<file path="config.mk">
export PLATFORM = sky130hd
export DESIGN_NAME = pc_fetch_unit_flat
export DESIGN_NICKNAME = d
export VERILOG_FILES = /design/src/rtl/pc_fetch_unit_if.sv /design/src/rtl/pc_fetch_unit.sv /design/src/flat_wrapper.sv
export SDC_FILE = /design/constraint.sdc
export NUM_CORES = 1
export LEC_CHECK = 0
export CORE_AREA = 2 2 68 70
export DETAILED_ROUTE_END_ITERATION = 7
export DIE_AREA = 0 0 70 72
export PLACE_DENSITY = 0.74
export RECOVER_POWER = 50
export REMOVE_ABC_BUFFERS = 1
export SLEW_MARGIN = 20
export SYNTH_ARGS = -nofsm -noshare
export SYNTH_HDL_FRONTEND = slang
export SYNTH_SLANG_ARGS = --single-unit
</file>
<file path="constraint.sdc">
create_clock -name clk -period 2.81 [get_ports clk]
set_clock_uncertainty 0.05 [all_clocks]
set_input_delay 0.7025 -clock clk [delete_from_list [all_inputs] [get_ports clk]]
set_output_delay 0.7025 -clock clk [all_outputs]
set_load 0.02 [all_outputs]
</file>
<file path="src/rtl/pc_fetch_unit_if.sv">
// Instruction-memory request/acknowledge bus between the fetch unit (master)
// and instruction memory (slave).
interface pc_fetch_unit_if #(
  parameter int PC_W    = 8,
  parameter int INSTR_W = 16
);
  logic               req;
  logic [PC_W-1:0]    addr;
  logic               ack;
  logic [INSTR_W-1:0] data;

  modport master (output req, addr, input  ack, data);
  modport slave  (input  req, addr, output ack, data);
endinterface

</file>
<file path="src/rtl/pc_fetch_unit.sv">
// Instruction-fetch front end: owns the PC, fetches one word at a time over the
// imem bus and presents it in ir until decode consumes it or a branch flushes it.
module pc_fetch_unit #(
  parameter int              PC_W     = 8,
  parameter int              INSTR_W  = 16,
  parameter logic [PC_W-1:0] RESET_PC = '0
) (
  input  logic               clk,
  input  logic               rst_n,
  input  logic               stall,
  input  logic               br_taken,
  input  logic [PC_W-1:0]    br_target,
  pc_fetch_unit_if.master    imem,
  output logic [PC_W-1:0]    pc,
  output logic [INSTR_W-1:0] ir,
  output logic [PC_W-1:0]    ir_pc,
  output logic               ir_valid
);

  typedef enum logic [1:0] {
    S_IDLE = 2'd0,
    S_REQ  = 2'd1,
    S_OUT  = 2'd2
  } state_t;

  state_t             state, state_d;
  logic [PC_W-1:0]    pc_d, ir_pc_d;
  logic [INSTR_W-1:0] ir_d;
  logic               ir_valid_d;

  // NOTE: sequential state uses <= so every flop samples the pre-edge values.
  always_ff @(posedge clk or negedge rst_n) begin
    if (!rst_n) begin
      state    <= S_IDLE;
      pc       <= RESET_PC;
      ir       <= '0;
      ir_pc    <= '0;
      ir_valid <= 1'b0;
    end else begin
      state    <= state_d;
      pc       <= pc_d;
      ir       <= ir_d;
      ir_pc    <= ir_pc_d;
      ir_valid <= ir_valid_d;
    end
  end

  always_comb begin
    // NOTE: hold-by-default assignments first, so no path leaves a latch behind.
    state_d    = state;
    pc_d       = pc;
    ir_d       = ir;
    ir_pc_d    = ir_pc;
    ir_valid_d = ir_valid;

    unique case (state)
      S_IDLE: state_d = S_REQ;
      S_REQ: begin
        if (imem.ack) begin
          ir_d       = imem.data;
          ir_pc_d    = pc;
          ir_valid_d = 1'b1;
          pc_d       = pc + 1'b1;
          state_d    = S_OUT;
        end
      end
      S_OUT: begin
        if (!stall) begin
          ir_valid_d = 1'b0;
          state_d    = S_REQ;
        end
      end
      default: state_d = S_IDLE;
    endcase

    // A redirect overrides whatever the state decided, including a same-cycle ack.
    if (br_taken && state != S_IDLE) begin
      state_d    = S_REQ;
      pc_d       = br_target;
      ir_d       = ir;
      ir_pc_d    = ir_pc;
      ir_valid_d = 1'b0;
    end
  end

  assign imem.req  = (state == S_REQ);
  assign imem.addr = pc;

endmodule

</file>
<file path="src/flat_wrapper.sv">
// flat-port wrapper written by rule: the top's interface ports become plain ports
module pc_fetch_unit_flat 
#(
  parameter int              PC_W     = 8,
  parameter int              INSTR_W  = 16,
  parameter logic [PC_W-1:0] RESET_PC = '0
)
  (clk, rst_n, stall, br_taken, br_target, pc, ir, ir_pc, ir_valid, imem_req, imem_addr, imem_ack, imem_data);
  pc_fetch_unit_if #(.PC_W(PC_W), .INSTR_W(INSTR_W)) imem_i ();
  input  logic clk;
  input  logic rst_n;
  input  logic stall;
  input  logic br_taken;
  input  logic [PC_W-1:0] br_target;
  output logic [PC_W-1:0] pc;
  output logic [INSTR_W-1:0] ir;
  output logic [PC_W-1:0] ir_pc;
  output logic ir_valid;
  output wire logic [$bits(imem_i.req)-1:0] imem_req;
  output wire logic [$bits(imem_i.addr)-1:0] imem_addr;
  input wire logic [$bits(imem_i.ack)-1:0] imem_ack;
  input wire logic [$bits(imem_i.data)-1:0] imem_data;
  assign imem_req = imem_i.req;
  assign imem_addr = imem_i.addr;
  assign imem_i.ack = imem_ack;
  assign imem_i.data = imem_data;
  pc_fetch_unit #(.PC_W(PC_W), .INSTR_W(INSTR_W), .RESET_PC(RESET_PC)) u_core (.clk(clk), .rst_n(rst_n), .stall(stall), .br_taken(br_taken), .br_target(br_target), .imem(imem_i), .pc(pc), .ir(ir), .ir_pc(ir_pc), .ir_valid(ir_valid));
endmodule
</file>
==> results.toml <==
[floorplan]
initial_core_util_pct = 39.0
row_count = 24
die_w_um = 70
ioPinCount = 71
core_sq_um = 4260
die_h_um = 72
dieArea_sq_um = 5040

[synthesis]
ys_seq_area_share_pct = 52.6
synth-edff-count = 0
syn_inst = 178
syn_area_per_cell_sq_um = 9.35
yosys_warnings = 0
synth.ff_latch_count = 35
synth.top_cell.area_share_pct = 52.6
synth-async-reset-ratio_pct = 100
ys.flop_type = "dfrtp_1"
yosysUniqueCellTypes = 31
yosys.area.top_type = "dfrtp_1"
synth_area_sq_um = 1660
synthTopCellsByArea = "dfrtp_1 (53%), nand2_1 (17%), buf_4 (4.1%)"

[clocking]
cts-root-buf = "clkbuf_8"
numCtsBuffers = 5
cts_hold_buf = 0
cts_buffer_depth = 2
clkTransAtPathRegs_ps = 70
clock_sinks = 35
cts_tree = "yes"
cts_resized = 0
htree_num_levels = 2
cts_setup_buffers = 0
clk_latency_ps = 290

[global_route]
grt_max_degree = 36
grt_pass1_vias = 1293
grt_pass1_wl_mm = 6.27
antenna_found_initial = 0
grtUsageMet1_pct = 19.7
grt_use_met3_pct = 5.14
grt_busiest_layer = "met2"
grt.overflow.total = 0
grt_usage_pct = 15.9
grtUsageMet2_pct = 26.8

[final_layout]
layout-drive-gt1-share_pct = 4.94
multiInputGateArea_sq_um = 611
stdcell_count = 295
final_common_cell = "nand2_1"
final_cell_mix = "nand2_1 (74), clkdlybuf4s50_1 (65), dfrtp_1 (35)"
area_growth_pct = 42.1
seq_area_sq_um = 876
final_nets = 272
antennaDiodeCount = 0
fill_cells = 423
final_core_util_pct = 55.5

[flow_run]
cap_viol_max_count = 1

[timing]
clock.fmax_mhz = 421
hold_violations = 0
worst_slack_ps = 432
period_share_pct = 84.6
relSlewSlack_pct = -25.1
period_needed_ps = 2380
rsz0062_at_grt = "no"
worst_slew_pin_slew_ps = 1880
setup_viol_count_final = 0
maxSlewViolCount = 36
finalSetupTns_ps = 0

[placement]
post-place-ws_ps = 414
post-place-cells = 287
numPortBuffers = 70
routabilityCongestion = 0.761
dp_hpwl_mm = 2.74

[detailed_routing]
drtPass1Iterations = 4
drcViolationCount = 0
vias = 1395
drt-wirelength-per-cell_um = 13.1
vias_per_cell = 4.73
first_iter_violations = 55
drt-total-wl_mm = 3.86
drtAntennaViolNets = 0

[run_status]
violations = "max-capacitance violations, max-slew violations"
status = "finished with violations"

[setup_path]
arrival_ps = 1630
crit_required_ps = 2060
path_max_fanout = 10
cp-startpoint = "u_core.state[0]"
crit_path_end_kind = "output pin"
crit_type = "reg -> out"
start_kind = "flip-flop"
r2r_start = "u_core.state[0]"

[power]
p_leak_uw = 0.00108
p_per_area_nw_per_um2 = 728
ir_drop_mv = 0.578

[min_path]
min-delay-start = "u_core.ir[7]"
hp-class = "reg -> reg"
[synth_stat cells (all sizes together) (2+ instances only)]
cell type,number
nor3,2
nand3b,2
o21ai,8
dfrtp,35
inv,4
buf,16
o22ai,2
a21o,2
a21oi,7
nand3,2
nand2,74
nor2,8
o211ai,2
xnor2,3
[layer usage]
layer	part of all wire, %	wire (um)
met5	0	0
met3	6.4	247
met2	48	1840
met1	45	1720
met4	1.2	46
[critical path, stage by stage (launching register included)]
cell and delay (ps):
dfrtp_1 550, nor2b_1 180, clkdlybuf4s50_1 610
[final timing paths]
path	cells after the start	slack (ps)	to
worst max-delay path	2	430	imem_req
worst max register to register	3	1050	u_core.imem.addr[7]
min in group asynchronous	1	870	u_core.state[1]
worst min-delay path	2	420	u_core.ir[7]
worst min register to register	2	420	u_core.ir[7]
max in group asynchronous	1	760	u_core.ir[4]
[logic make-up after synthesis]
| group | share of synthesized area (%) |
|---|---|
| AND/OR/NAND/NOR | 26.4 |
| flip-flops | 52.6 |
| AO/OA/AOI/OAI | 9.47 |
| buffers and inverters | 8.57 |
| XOR/XNOR | 1.58 |
| multiplexers | 0.602 |
| adder cells (fa/ha/maj) | 0.752 |
[metrics by stage]
stage | total power [uW] | instance area (sq um) | hold WS [ps]
2_1_floorplan | 1020 | 1540 | 357
3_3_place_gp | 1390 | 2320 | 408
3_5_place_dp | 1400 | 2320 | 416
4_1_cts | 1750 | 2400 | 433
5_1_grt | 1820 | 2360 | 453
6_report | 1720 | 2360 | 422
[state kept, by name, summed over array words and instances, names as in the netlist]
register	count
u_core.imem.addr	8
u_core.ir	16
u_core.ir_pc	8
u_core.ir_valid	1
u_core.state	2
[power by group]
group / leakage, uW / switching [uW] / internal (uW)
logic: 0.000612 / 338 / 329
clock network: 0.0000422 / 175 / 174
registers: 0.000429 / 94.0 / 612
total: 0.00108 / 607 / 1110
[area by class of cell]
class                   count  share of cell area, %
repair buffers             73                   30.3
inverters                   4                  0.635
clock inverters             1                  0.212
flip-flops and latches     35                   37.0
clock buffers               7                   3.23
multi-input cells         123                   25.8
well taps                  52                   2.75
Note: power is estimated with default switching activity, not from simulation.
